File: src/rtl/apb_transfer_fsm.sv
// APB master transfer FSM for the AHB-to-APB bridge.
// Accepts one request at a time from the AHB-side control and runs the
// IDLE -> SETUP -> ACCESS -> RESP sequence on the APB bus. The byte strobes
// come from the length code, and PREADY waits are bounded by a timeout.
// Each transfer ends with a one-cycle response pulse.
module apb_transfer_fsm #(
    parameter int ADDR_W  = 32,
    parameter int TIMEOUT = 16
) (
    input  logic              HCLK,
    input  logic              HRESET,
    input  logic              req_valid,
    input  logic              req_write,
    input  logic [ADDR_W-1:0] req_addr,
    input  logic [31:0]       req_wdata,
    input  logic [3:0]        SIGNAL_LENGTH,
    output logic              req_ready,
    output logic              PSEL,
    output logic              PENABLE,
    output logic              PWRITE,
    output logic [ADDR_W-1:0] PADDR,
    output logic [31:0]       PWDATA,
    output logic [3:0]        PSTRB,
    input  logic              PREADY,
    input  logic              PSLVERR,
    input  logic [31:0]       PRDATA,
    output logic              resp_valid,
    output logic              resp_err,
    output logic              resp_timeout,
    output logic [31:0]       resp_rdata
);

    typedef enum logic [1:0] {
        IDLE   = 2'd0,
        SETUP  = 2'd1,
        ACCESS = 2'd2,
        RESP   = 2'd3
    } state_t;

    // The last ACCESS cycle allowed with PREADY low. Reaching it without
    // PREADY aborts the transfer, so at most TIMEOUT ACCESS cycles are spent.
    localparam logic [7:0] WAIT_LAST = 8'(TIMEOUT - 1);

    state_t            state_q, state_d;
    logic [7:0]        wait_cnt_q, wait_cnt_d;
    logic              psel_q, psel_d;
    logic              penable_q, penable_d;
    logic              pwrite_q, pwrite_d;
    logic [ADDR_W-1:0] paddr_q, paddr_d;
    logic [31:0]       pwdata_q, pwdata_d;
    logic [3:0]        pstrb_q, pstrb_d;
    logic              resp_valid_q, resp_valid_d;
    logic              resp_err_q, resp_err_d;
    logic              resp_timeout_q, resp_timeout_d;
    logic [31:0]       resp_rdata_q, resp_rdata_d;

    // Convert the length code into byte strobes. Unknown codes fall back to a
    // single byte, and reads never assert strobes.
    function automatic logic [3:0] len_to_strb(input logic wr, input logic [3:0] len);
        logic [3:0] s;
        if (!wr) begin
            s = 4'b0000;
        end else begin
            case (len)
                4'b0001: s = 4'b0001;
                4'b0010: s = 4'b0011;
                4'b0100: s = 4'b1111;
                default: s = 4'b0001;
            endcase
        end
        return s;
    endfunction

    assign req_ready = (state_q == IDLE) && !HRESET;

    // Next-state and next-output logic for the transfer sequence.
    always_comb begin
        state_d        = state_q;
        wait_cnt_d     = wait_cnt_q;
        psel_d         = psel_q;
        penable_d      = penable_q;
        pwrite_d       = pwrite_q;
        paddr_d        = paddr_q;
        pwdata_d       = pwdata_q;
        pstrb_d        = pstrb_q;
        resp_valid_d   = 1'b0;
        resp_err_d     = resp_err_q;
        resp_timeout_d = resp_timeout_q;
        resp_rdata_d   = resp_rdata_q;

        case (state_q)
            IDLE: begin
                if (req_valid && req_ready) begin
                    // Capture the request once. Later changes on req_* are
                    // ignored until the next acceptance.
                    paddr_d    = req_addr;
                    pwrite_d   = req_write;
                    pwdata_d   = req_wdata;
                    pstrb_d    = len_to_strb(req_write, SIGNAL_LENGTH);
                    psel_d     = 1'b1;
                    penable_d  = 1'b0;
                    wait_cnt_d = 8'd0;
                    state_d    = SETUP;
                end
            end
            SETUP: begin
                penable_d = 1'b1;
                state_d   = ACCESS;
            end
            ACCESS: begin
                if (PREADY) begin
                    resp_valid_d   = 1'b1;
                    resp_err_d     = PSLVERR;
                    resp_timeout_d = 1'b0;
                    resp_rdata_d   = pwrite_q ? 32'd0 : PRDATA;
                    psel_d         = 1'b0;
                    penable_d      = 1'b0;
                    state_d        = RESP;
                end else if (wait_cnt_q == WAIT_LAST) begin
                    // The slave never answered in time. PSLVERR is ignored
                    // here because PREADY is low.
                    resp_valid_d   = 1'b1;
                    resp_err_d     = 1'b1;
                    resp_timeout_d = 1'b1;
                    resp_rdata_d   = 32'd0;
                    psel_d         = 1'b0;
                    penable_d      = 1'b0;
                    state_d        = RESP;
                end else begin
                    wait_cnt_d = wait_cnt_q + 8'd1;
                end
            end
            RESP: begin
                state_d = IDLE;
            end
            default: begin
                state_d = IDLE;
            end
        endcase
    end

    // State and output registers. Reset also aborts any transfer in progress
    // without issuing a response.
    always_ff @(posedge HCLK) begin
        if (HRESET) begin
            state_q        <= IDLE;
            wait_cnt_q     <= 8'd0;
            psel_q         <= 1'b0;
            penable_q      <= 1'b0;
            pwrite_q       <= 1'b0;
            paddr_q        <= '0;
            pwdata_q       <= 32'd0;
            pstrb_q        <= 4'b0000;
            resp_valid_q   <= 1'b0;
            resp_err_q     <= 1'b0;
            resp_timeout_q <= 1'b0;
            resp_rdata_q   <= 32'd0;
        end else begin
            state_q        <= state_d;
            wait_cnt_q     <= wait_cnt_d;
            psel_q         <= psel_d;
            penable_q      <= penable_d;
            pwrite_q       <= pwrite_d;
            paddr_q        <= paddr_d;
            pwdata_q       <= pwdata_d;
            pstrb_q        <= pstrb_d;
            resp_valid_q   <= resp_valid_d;
            resp_err_q     <= resp_err_d;
            resp_timeout_q <= resp_timeout_d;
            resp_rdata_q   <= resp_rdata_d;
        end
    end

    assign PSEL         = psel_q;
    assign PENABLE      = penable_q;
    assign PWRITE       = pwrite_q;
    assign PADDR        = paddr_q;
    assign PWDATA       = pwdata_q;
    assign PSTRB        = pstrb_q;
    assign resp_valid   = resp_valid_q;
    assign resp_err     = resp_err_q;
    assign resp_timeout = resp_timeout_q;
    assign resp_rdata   = resp_rdata_q;

endmodule

File: config.mk
export PLATFORM = sky130hd
export DESIGN_NAME = apb_transfer_fsm
export DESIGN_NICKNAME = d
export VERILOG_FILES = /design/src/rtl/apb_transfer_fsm.sv
export SDC_FILE = /design/constraint.sdc
export NUM_CORES = 1
export LEC_CHECK = 0
export BUFFER_PORTS_ARGS = -buffer_cell sky130_fd_sc_hd__buf_2
export CORE_MARGIN = 2
export CORE_UTILIZATION = 47
export CTS_BUF_LIST = sky130_fd_sc_hd__clkbuf_8
export CTS_CLUSTER_DIAMETER = 50
export DETAILED_ROUTE_END_ITERATION = 8
export GPL_ROUTABILITY_DRIVEN = 0
export PLACE_DENSITY = 0.86
export SYNTH_ARGS = -nofsm -noshare
export SYNTH_HDL_FRONTEND = slang
export SYNTH_SLANG_ARGS = --single-unit
export TNS_END_PERCENT = 5
File: constraint.sdc
create_clock -name HCLK -period 2.3 [get_ports HCLK]
set_input_delay 0.345 -clock HCLK [delete_from_list [all_inputs] [get_ports HCLK]]
set_output_delay 0.345 -clock HCLK [all_outputs]
set_load 0.01 [all_outputs]
* Yosys cells after proc, flatten, opt, wreduce, memory -nomap -nowiden
Cells that the tools add are included.
** Cells by class
- $add $sub $neg :: 1
- Eq/ne operators :: 10
- Mux-type cells :: 24
- Bitwise logic cells :: 1
- Reductions and logical operators :: 14
** Operators with widths (number)
- $mux W32 :: 3
- $mux W8 :: 3
- $pmux W8 S2 :: 1
- $mux W1 :: 9
- $add A8 B1 Y8 const B :: 1
- $eq A8 B4 Y1 const B :: 1
- $pmux W2 S4 :: 1
- $pmux W4 S2 :: 1
- $mux W2 :: 3
- $reduce_and A2 Y1 :: 3
- $reduce_and A3 Y1 :: 2
- $eq A2 B2 Y1 const B :: 2
- $eq A4 B2 Y1 const B :: 1
- $eq A4 B3 Y1 const B :: 1
- $mux W4 :: 1
- $ne A2 B2 Y1 const B :: 2
- $reduce_and A4 Y1 :: 1
- $reduce_bool A2 Y1 :: 2
- $ne A3 B3 Y1 const B :: 1
- $pmux W1 S3 :: 1
- $reduce_bool A3 Y1 :: 1
- $eq A2 B1 Y1 const B :: 1
- $logic_and A1 B1 Y1 :: 2
- $logic_not A2 Y1 :: 1
- other kinds (5) :: 5
** Storage, ports and cells
- Register bits :: 116
- Input port bits :: 106
- Output and inout bits :: 107
- Word-level logic and storage cells :: 62

* Longest topological paths before layout
- Word-level depth :: 5
- Depth in mapped cells :: 9
- Gate-level depth less buffers :: 6

* Least setup slack after synthesis
OpenSTA, ideal clock, no wires.
- Path type :: register -> register
- Start point :: reg state_q[0]
- End point :: reg wait_cnt_q[1]
- Library setup time :: 117 ps
- Arrival time :: 1518 ps
- Data required time :: 2183 ps
- Slack :: 665 ps
- Stages on the path, launching flop included :: 8
- Buffers on the path :: 1
- Period minus slack after synthesis :: 1635 ps
- Cells stage by stage :: dfxtp_1 > inv_1 > ha_1 > and4_1 > a21boi_2 > buf_2 > a21oi_1 > a22o_1
** Between the ends
- Longest elaborated chain between the ends :: 5
- Elaborated cells on any way between the ends :: 10
- Those cells by class :: 4 x eq/ne; 1 x mux; 5 x reduce/logical
** RTL lines
- start, declared :: RTL line 44 : state_t state_q, state_d;
- start signal, assigned :: RTL line 159 : state_q <= state_d;
- $logic_not A2 Y1 :: RTL line 74, 91
- $logic_and A1 B1 Y1 :: RTL line 74 : assign req_ready = (state_q == IDLE) && !HRESET;
- $logic_and A1 B1 Y1 :: RTL line 93 : if (req_valid && req_ready) begin
- $ne A2 B1 Y1 (no line)
- $reduce_and A4 Y1 (no line)
- end signal, assigned :: RTL line 160 : wait_cnt_q <= wait_cnt_d;
- end, declared :: RTL line 45 : logic [7:0] wait_cnt_q, wait_cnt_d;
Parallel ways exist; a longest one is shown, timed or not.
A chain may end at the register's enable or synchronous reset.

* Worst setup path in the final report
- Start point :: reg state_q[0]
- End point :: reg wait_cnt_q[0]
The elaborated chain is that of the path after synthesis.

==> results.json <==
{
  "utilization": 0.6610,
  "grt_pass1_vias": 4139,
  "ys.flop_type": "dfxtp_1",
  "arrival_ps": 2170,
  "fmax_mhz": 528.3,
  "rr_worst_depth": 7,
  "wl_um": 10980,
  "numCtsBuffers": 17,
  "ff2ff_setup_slack_ps": 410,
  "h-tree-depth": 4,
  "min_from": "req_wdata[2]",
  "maxCapViolations": 0,
  "critPathKind": "reg2reg",
  "hold_viol": 0,
  "mostFrequentLayoutCells": "buf_2, nand2_1, dfxtp_1",
  "rsz0062_at_grt": "false",
  "cts.repair.resized": 0,
  "crit_fanout": 35,
  "grt_pass1_wl_um": 18000,
  "status": "finished, final reports clean",
  "setup_tns_ps": 0,
  "track_usage": 0.2230,
  "startpoint_type": "register",
  "r2r_end": "wait_cnt_q[0]",
  "row_count": 34,
  "ctsHoldBuffers": 0,
  "fin_crit_sh": 0.8229,
  "finalClockSkew_ps": 13.23,
  "irDropWorstVdd_mv": 0.5137,
  "worst-slew-pin-transition_ps": 442.3,
  "rr_startpoint": "state_q[0]",
  "gr-total-overflow": 0,
  "avgRoutedWirePerCell_um": 13.31,
  "p_per_area_mw_per_mm2": 1006,
  "coreArea_sq_mm": 0.008721,
  "synth_edf_count": 0,
  "cts_tree": "done",
  "hold_class": "in2reg",
  "cp-end-kind": "register",
  "dp_hpwl_um": 7895,
  "synthArstFlopShare": 0,
  "avgSynthCellArea_sq_um": 8.401,
  "min_period_ps": 1893,
  "p_leak_nw": 2.994,
  "ios": 213,
  "cp.required_ps": 2570,
  "ctsRootBufferMaster": "clkbuf_8",
  "drv_slew": 0,
  "hold_ws_ps": 123.7,
  "firstDrtPassIters": 4,
  "synthesis.nets": 612,
  "vias": 4208,
  "die_h_um": 98.63,
  "clock_sinks": 114,
  "insertion_delay_ps": 400,
  "yosys_warnings": 0,
  "power_mw": 5.800,
  "antennaDiodeCount": 0,
  "synth.lib_cells_used.distinct": 44,
  "avgViaCountPerCell": 5.101,
  "min_to": "PWDATA[2]",
  "clk_pin_slew_ps": 70,
  "clockBufferDepth": 2,
  "drt_iter0_markers": 123,
  "synthCells": 501,
  "nets": 816,
  "die_width_um": 98.63,
  "io_buffers": 212,
  "ys_ff_latch": 114,
  "yosysSeqAreaShare": 0.5422,
  "drc_errors": 0,
  "grt_start_max_net_pins": 50,
  "setup_viol": 0,
  "post_cts_buffers": 0,
  "drive_above_1_share": 0.3598,
  "start_util": 0.4826,
  "hold_depth": 3,
  "antenna_found_initial": 0,
  "max_slew_margin": 0.7047,
  "synthToLayoutAreaGrowth_pct": 36.95,
  "die_area_sq_mm": 0.009728,
  "syn_area_sq_mm": 0.004209,
  "final_antenna_net_count": 0,
  "layout_commonest_cell": "buf_2"
}
worst max-delay path by stage:
stage          startpoint            end  cells past startpoint
3_3_place_gp   state_q[0]  wait_cnt_q[0]                      7
2_1_floorplan  state_q[0]  wait_cnt_q[1]                      7
6_report       state_q[0]  wait_cnt_q[0]                      7
5_1_grt        state_q[0]  wait_cnt_q[0]                      7
4_1_cts        state_q[0]  wait_cnt_q[0]                      7
3_5_place_dp   state_q[0]  wait_cnt_q[0]                      7
power breakdown:
group | leakage (nW) | switching (mW) | total (mW) | internal, mW
sequential | 0.931 | 0.177 | 2.49 | 2.31
clock | 0.210 | 0.757 | 1.87 | 1.11
combinational | 1.85 | 0.849 | 1.44 | 0.595
per-stage QoR:
stage	instances	cell area, sq um	setup slack [ps]
5_1_grt	825	5764	212.4
4_1_cts	825	5764	406.4
2_1_floorplan	501	4209	664.8
6_report	825	5764	407.3
3_5_place_dp	794	5361	415.8
3_3_place_gp	794	5361	503.2
state kept, by name, indices dropped and copies added, names as in the netlist:
name,cells
resp_err,1
PWDATA,32
resp_timeout,1
wait_cnt_q,8
PSEL,1
resp_valid,1
resp_rdata,32
PSTRB,3
state_q,2
PENABLE,1
PADDR,32
cell families (layout without fill, tap and decap cells):
family	Yosys count	in the layout	synth area share
muxes	2	2	0.004756
xor gates and xnor gates	1	1	0.002081
AOI/OAI and AO/OA	66	66	0.1171
DFF	114	114	0.5422
and+or+nand+nor	265	265	0.2726
buffers and inverters	48	264	0.04637
adders and majority gates	5	5	0.01486
critical path: stages, from the launching register on:
cell	delay [ps]
dfxtp_1	390
inv_1	90
ha_1	300
and4_1	240
a21boi_2	330
buf_12	240
a211o_1	140
o21ai_1	50
per-layer routing:
| layer | share of wire | vias up | track usage |
|---|---|---|---|
| li1 | - | 2095 | - |
| met1 | 0.41 | 1921 | 0.2453 |
| met2 | 0.48 | 177 | 0.3898 |
| met3 | 0.086 | 15 | 0.07943 |
| met4 | 0.017 | 0 | 0.09378 |
| met5 | 0 | - | 0 |
synth_stat cells, types with 2 or more instances:
library cell / n / area share
ha_1: 5 / 0.015
a311o_1: 3 / 0.0071
a21oi_1: 6 / 0.0071
o21ai_0: 3 / 0.0036
a22oi_1: 32 / 0.057
nand2_1: 144 / 0.13
o21ai_1: 4 / 0.0048
nand2b_1: 3 / 0.0045
clkbuf_1: 19 / 0.017
mux2i_1: 2 / 0.0048
buf_2: 6 / 0.0071
o21bai_1: 2 / 0.0036
nor2_1: 36 / 0.032
nand3_1: 69 / 0.082
a311oi_1: 2 / 0.0042
dfxtp_1: 114 / 0.54
and4_1: 2 / 0.0042
buf_1: 10 / 0.0089
inv_1: 10 / 0.0089
and3_1: 2 / 0.0030
buf_4: 2 / 0.0036
o31ai_1: 2 / 0.0036
nor2b_1: 2 / 0.0030
cell type report:
type / count / area, sq um
Fill cell: 736 / 2957
Sequential cell: 114 / 2282
Multi-Input combinational cell: 339 / 1742
Timing Repair Buffer: 222 / 1161
Clock buffer: 19 / 261.5
Clock inverter: 12 / 141.4
Tap cell: 108 / 135.1
Inverter: 11 / 41.29
(Power assumes the default switching activity.)
